--- src/rtl/hazard_stall_ctrl.sv ---
// Pipeline sequencing controller: data-hazard and MDU-busy stall decision,
// F/D and PC enables, D/E bubble insert, and a saturating stall-cycle counter.
module hazard_stall_ctrl #(
  parameter int MULT_CYCLES = 5,
  parameter int DIV_CYCLES  = 10,
  parameter int CNT_W       = 4
) (
  input  logic        clk,
  input  logic        reset,
  input  logic [4:0]  rs_D,
  input  logic [4:0]  rt_D,
  input  logic [1:0]  tuse_rs_D,
  input  logic [1:0]  tuse_rt_D,
  input  logic        md_D,
  input  logic [4:0]  dst_E,
  input  logic [1:0]  tnew_E,
  input  logic [4:0]  dst_M,
  input  logic [1:0]  tnew_M,
  input  logic        md_start_E,
  input  logic        md_div_E,
  output logic        en_F,
  output logic        en_D,
  output logic        flush_E,
  output logic        md_busy,
  output logic [31:0] stall_cnt
);

  localparam logic [CNT_W-1:0] MULT_LD = CNT_W'(MULT_CYCLES);
  localparam logic [CNT_W-1:0] DIV_LD  = CNT_W'(DIV_CYCLES);

  logic [CNT_W-1:0] busy_cnt_q, busy_cnt_d;
  logic [31:0]      stall_cnt_q, stall_cnt_d;
  logic             stall_rs, stall_rt, stall_md, stall;
  logic             busy_raw;

  // A source register of $zero never waits: the nonzero test also filters dst = 0.
  always_comb begin
    stall_rs = (rs_D != 5'd0) &&
               (((rs_D == dst_E) && (tuse_rs_D < tnew_E)) ||
                ((rs_D == dst_M) && (tuse_rs_D < tnew_M)));
    stall_rt = (rt_D != 5'd0) &&
               (((rt_D == dst_E) && (tuse_rt_D < tnew_E)) ||
                ((rt_D == dst_M) && (tuse_rt_D < tnew_M)));
  end

  // Outputs are forced to the free-running state while reset is held low.
  always_comb begin
    busy_raw = md_start_E || (busy_cnt_q != '0);
    md_busy  = reset && busy_raw;
    stall_md = md_D && md_busy;
    stall    = reset && (stall_rs || stall_rt || stall_md);
    en_F     = ~stall;
    en_D     = ~stall;
    flush_E  = stall;
  end

  always_comb begin
    busy_cnt_d = busy_cnt_q;
    if (md_start_E) begin
      busy_cnt_d = md_div_E ? DIV_LD : MULT_LD;
    end else if (busy_cnt_q != '0) begin
      busy_cnt_d = busy_cnt_q - 1'b1;
    end
  end

  always_comb begin
    stall_cnt_d = stall_cnt_q;
    if (stall && (stall_cnt_q != 32'hFFFF_FFFF)) begin
      stall_cnt_d = stall_cnt_q + 32'd1;
    end
  end

  always_ff @(posedge clk or negedge reset) begin
    if (!reset) begin
      busy_cnt_q  <= '0;
      stall_cnt_q <= '0;
    end else begin
      busy_cnt_q  <= busy_cnt_d;
      stall_cnt_q <= stall_cnt_d;
    end
  end

  assign stall_cnt = stall_cnt_q;

endmodule

--- config.mk ---
export PLATFORM = sky130hd
export DESIGN_NAME = hazard_stall_ctrl
export DESIGN_NICKNAME = d
export VERILOG_FILES = /design/src/rtl/hazard_stall_ctrl.sv
export SDC_FILE = /design/constraint.sdc
export NUM_CORES = 1
export LEC_CHECK = 0
export ABC_AREA = 1
export CAP_MARGIN = 40
export CORE_ASPECT_RATIO = 1.1
export CORE_MARGIN = 4
export CORE_UTILIZATION = 25
export DETAILED_ROUTE_END_ITERATION = 7
export PLACE_DENSITY = 0.59
export SLEW_MARGIN = 30
export SYNTH_ARGS = -nofsm -noshare
export SYNTH_HDL_FRONTEND = slang
export SYNTH_SLANG_ARGS = --single-unit
--- constraint.sdc ---
create_clock -name clk -period 2.2 [get_ports clk]
set_input_delay 0.44 -clock clk [delete_from_list [all_inputs] [get_ports clk]]
set_output_delay 0.44 -clock clk [all_outputs]
set_load 0.02 [all_outputs]
==> summary.md <==
| Metric | Value |
|---|---|
| Global placer's final weighted congestion | 0.901 |
| Synth unique cells | 27 |
| Drt first pass iters | 4 |
| R2R Path Start | stall_cnt[1] |
| Worst Path Class, Setup | input pin to output port |
| Slew Viols, Final | 0 |
| Cell Pwr Density | 495 nW/µm² |
| Share of post-route cells with drive strength above 1 | 12.1% |
| PortBufs | 68 |
| Clock skew | 0.00613 ns |
| Initial drt markers | 178 |
| Clock Latency Late Sink | 0.28 ns |
| DP HPWL | 6.98 mm |
| Max-cap violations | 0 |
| CTS buffer count | 5 |
| Post-synth ARST share | 100% |
| CTS sink count | 36 |
| Ys Warns | 0 |
| Cell Rows | 41 |
| Status | completed |
| Post-synth EDFFs | 0 |
| GRT overflow | 0 |
| Pre-CTS setup slack | -0.817 ns |
| I/O pin count | 69 |
| Min-Delay Path Class | input pin to asynchronous set/reset pin |
| Vias per inst | 4.59 |
| Worst endpoint required time | 1.76 ns |
| Initial core utilization | 25.7% |
| Headroom to the max-slew limit | 50.1% |
| Final setup margin | 0.102 ns |
| Setup TNS | 0 ns |
| Die width | 112 µm |
| Aggregate global-route resource usage | 13.2% |
| RSZ-0062 raised after global routing | false |
| Avg WL per Cell | 12.3 µm |
| #FFs+latches synth | 36 |
| Synthesized area per cell | 6.27 µm² |
| # diodes | 0 |
| Arr. time, crit path | 1.66 ns |
| Fin crit period | 2.10 ns |
| Bufs on Longest Clock Path | 2 |
| First-pass GRT wire length | 15.2 mm |
| Vias | 3221 |
| Clk slew on worst S/H paths | 0.05 ns |
| Worst setup SP type | input pin |
| Worst-Margin Slew | 0.749 ns |
| Antenna violations before repair | 0 |
| CP max FO | 4 |
| Root buf cell | clkbuf_16 |
| Chip Height | 122 µm |
| Sequential area share after synthesis | 30.3% |
| Core footprint | 11500 µm² |
| Vias in the first global route | 3315 |
| Final nets | 591 |
| Clock H-tree levels | 2 |
| Post-CTS setup buffers | 0 |
| Pin count of the biggest net entering global routing | 70 |
| Final wirelength | 8.64 mm |
| Cts hold-fix bufs | 0 |
| Setup violators final | 0 |
| Area grow syn2layout | 38.5% |
| Leak | 2.02 nW |
| Die footprint | 13700 µm² |
| Drc violations | 0 |
| Critical path origin | rt_D[2] |
| Syn nets | 514 |
| Synthesized netlist cell count | 474 |
| CTS tree | done |
| Setup crit end kind | output port |
| Fmax | 0.477 GHz |
| VDD IR max | 0.000278 V |
| Dominant synthesized flop cell | dfrtp_1 |
| Final period util | 95.4% |
| Cell Area, Synth | 2970 µm² |
| Final Hold Viols | 0 |
| Detail Route Antenna Nets | 0 |
==> worst paths after layout <==
check	end	depth (start not counted)	slack (ns)
setup / recovery	flush_E	12	0.10
hold / removal	stall_cnt[10]	3	0.50
setup reg to reg	stall_cnt[15]	12	0.27
hold reg to reg	stall_cnt[31]	2	0.54
max in group asynchronous	stall_cnt[0]	3	1.17
min in group clk	stall_cnt[31]	2	0.54
==> registers in the layout (all words and copies together) (netlist names) <==
register	count
stall_cnt	32
busy_cnt_q	4
==> layout by cell type (no fill, tap or decap), types with 2 or more instances in the layout <==
cell type        instances
nand2_1                192
nor2_1                  45
inv_1                   44
nand4_1                 36
dfrtp_1                 35
clkdlybuf4s50_1         34
dlygate4sd2_1           21
xor2_1                  18
nand3_1                 17
buf_4                   14
nor3_1                  13
inv_2                   12
xnor2_1                  6
a21oi_1                  5
nand2_2                  5
nand3b_1                 5
ha_4                     5
clkbuf_16                5
clkbuf_2                 4
buf_6                    4
o21ai_1                  3
nor2_2                   3
dlymetal6s2s_1           3
nor2_4                   2
nand3_4                  2
nand3_2                  2
ha_1                     2
clkinv_2                 2
clkdlybuf4s15_1          2
==> through the flow <==
step / instances / area (µm²) / total power, mW / hold WS, ns / utilization, %
finish: 702 / 4110 / 2.04 / 0.504 / 35.6
global route: 702 / 4110 / 2.17 / 0.564 / 35.6
CTS: 702 / 4040 / 2.03 / 0.523 / 35.0
detailed placement: 694 / 3890 / 1.32 / 0.527 / 33.7
global placement: 694 / 3890 / 1.31 / 0.518 / 33.7
floorplan: 474 / 2980 / 1.06 / 0.144 / -
==> Yosys cell counts, types with 5 or more instances <==
master      n  area [µm²]
inv_2       7        26.3
nand2_1   197         739
nor3_1     14        70.1
ha_1        7        87.6
xor2_1     18         158
nand4_1    36         225
xnor2_1     6        52.6
dfrtp_1    36         901
inv_1      49         184
a21oi_1     6        30.0
nand3_1    18        90.1
nor2_1     47         176
nand3b_1    5        37.5
==> worst max-delay path, stage by stage <==
cell and delay [ns]:
dlygate4sd2_1 0.32, inv_1 0.07, nand2_1 0.06, nand3_1 0.07
nor2_1 0.12, nand3_1 0.09, nand2_1 0.09, nand2_2 0.07
nand3_4 0.11, nand2_4 0.08, inv_2 0.05, buf_6 0.10
==> final cells by class <==
class                   instances  area [µm²]
fillers                      1222        7430
multi-input cells             368        1890
repair buffers                 84         777
flip-flops and latches         36         902
clock buffers                   6         139
inverters                      56         210
well taps                     150         188
clock inverters                 2        10.0
==> where the power goes <==
group / total, mW / internal, mW / switching (mW)
logic: 0.543 / 0.245 / 0.298
registers: 0.788 / 0.713 / 0.0753
clock network: 0.706 / 0.446 / 0.260
==> kinds of logic after synthesis <==
group / synth area share [%]
AND/OR/NAND/NOR: 47.6
buffers and inverters: 9.90
flip-flops: 30.3
XOR/XNOR: 7.08
AO/OA/AOI/OAI: 2.15
adder cells (fa/ha/maj): 2.95
==> metal layers <==
layer	vias to the layer above	routed length [µm]	track usage, %
met5	-	0	0
met4	0	227	5.11
met3	19	580	3.40
met2	95	4210	23.1
met1	1453	3620	15.7
li1	1654	-	-
==> repair_timing <==
item                                    4_1_cts  5_1_grt
pin swaps                                    16       19
hold endpoints to repair                      0        0
endpoints found under the setup margin       36       36
resized for setup                            60       25
No activity file was read; power rests on OpenSTA's default activity.
==> patch: new RTL, same settings <==
Reset style: synchronous (`reset`), changed in one clocked block.
--- a/src/rtl/hazard_stall_ctrl.sv
+++ b/src/rtl/hazard_stall_ctrl.sv
@@ -70,7 +70,7 @@
     end
   end
 
-  always_ff @(posedge clk or negedge reset) begin
+  always_ff @(posedge clk) begin
     if (!reset) begin
       busy_cnt_q  <= '0;
       stall_cnt_q <= '0;
Behaviour: differs if reset is asserted again (counterexample within 4 cycles, from zero or initial values and one cycle with reset low); with reset held inactive, the same outputs for 10 cycles.
==> patch against the unedited design <==
Sequential cell count stayed put; cell area is 5.9% lower; area after synthesis is 6.7% lower; setup slack better by 0.040 ns; die area is 6.3% lower; total power is 16% lower; global-route usage is 0.98 points lower; routed wire length is 12% lower; fmax is 1.9% higher; largest cell class unchanged; largest power group unchanged.
==> patch: results (changes against the unedited design) <==
| Metric | Value |
|---|---|
| Status | complete, no violations |
| Clk_skew | 0.00590 ns (-0.000226 ns) |
| Clock power share | 0.390 (+0.044) |
| Crit path DAT | 1.62 ns (-0.04 ns) |
| Fill cell count | 1186 (-2.9%) |
| Pin count of the biggest net entering global routing | 60 (-14%) |
| Xor-xnor portion of the synthesized cell area | 0.0221 (-0.0486) |
| Peak supply drop | 282 uV (+1.6%) |
| Vias in the first global route | 2885 (-13%) |
| Register cell area after layout | 721 um2 (-20%) |
| Seq/Total Area, Yosys | 0.260 (-0.0431) |
| First-pass GRT wire length | 13.1 mm (-14%) |
| Relative slew slack | 0.735 (+0.234) |
| Post-DP Area | 3710 um2 (-4.5%) |
| Tcrit/Tclk final | 0.936 (-0.0181) |
| Final Net Count | 602 (+1.9%) |
| Initial DRC Count | 136 (-24%) |
| Dpl ws | -0.735 ns (+0.0822 ns) |
| Cells after Synth | 480 (+1.3%) |
| GPL Wtd Cong | 0.873 (-3.2%) |
| Post-synth net total | 520 (+1.2%) |
| Comb group | 0.000368 W (-32%) |
| DR vias | 3027 (-6.0%) |
| Drt wl/cell | 10.7 um (-13%) |
| Fin Hold WS | 0.531 ns (+0.0270 ns) |
| Gr usage total | 0.123 (-0.00982) |
| Synth Flop Type | dfxtp_1 |
| Detail Placement HPWL | 6.02 mm (-14%) |
| Compound-Gate Fraction of Synth Area | 0.0547 (+0.0332) |
| Post-synth ARST share | 0 (-1.00) |
| CP Max Fanout | 3 (-1) |
| Layout cells sized above 1 | 0.137 (+0.0156) |
| Synth unique cells | 28 (+3.7%) |
| Post-synthesis adder-cell area fraction | 0.0316 (+0.00213) |
| Top post-synthesis cells by area | dfxtp_1 (26%), nand2_1 (20%), inv_1 (12%) |
| Detailed Route WL | 7.61 mm (-12%) |
| Total Power | 0.00172 W (-16%) |
## patch: cell types whose count changed in the layout (fill, tap and decap cells not counted), sizes merged, moves of 15 or more
cell   unedited run  this run
dfrtp            36         0
dfxtp             0        36
inv              56        93
nand2           198       148
nand3            21        45
nand4            36        17
nor2             50        70
xor2             18         3
## patch: worst paths after layout
kind,cells after the start,endpoint,startpoint
hold / removal,4,busy_cnt_q[2],md_start_E
setup reg to reg,12,stall_cnt[21],stall_cnt[0]
hold reg to reg,2,stall_cnt[4],stall_cnt[4]
setup / recovery,12,flush_E,tnew_E[1]
## patch: critical path, stage by stage
cell      delay [ns]
clkbuf_2        0.08
inv_2           0.04
ha_1            0.27
a21boi_2        0.15
nor2_1          0.08
nand3_1         0.07
nand2_1         0.08
nand2_2         0.07
nand3_4         0.11
nand2_4         0.07
inv_2           0.06
buf_6           0.10
## patch: per-layer routing
metal	track usage	share of wire	vias to the layer above
li1	-	-	1642
met1	0.154	0.45	1312
met2	0.213	0.48	62
met3	0.0251	0.047	11
met4	0.0284	0.016	0
met5	0	0	-
## patch: what timing repair did
action | 4_1_cts | 5_1_grt
resized for setup | 60 | 22
endpoints found under the setup margin | 36 | 36
cloned | 0 | 0
buffers inserted | 0 | 0
endpoints found under the hold margin | 0 | 0
pin swaps | 13 | 11
## patch: final cells by class
cell class	instances	share of cell area
flip-flops and latches	36	0.186
multi-input cells	338	0.435
repair buffers	88	0.206
inverters	93	0.0902
clock inverters	1	0.00129
clock buffers	6	0.0333
well taps	147	0.0475
## patch: kinds of logic after synthesis
logic type / after synthesis
buffers and inverters: 106
DFF: 36
AOI/OAI and AO/OA: 28
xor gates and xnor gates: 7
and+or+nand+nor: 296
adders and majority gates: 7
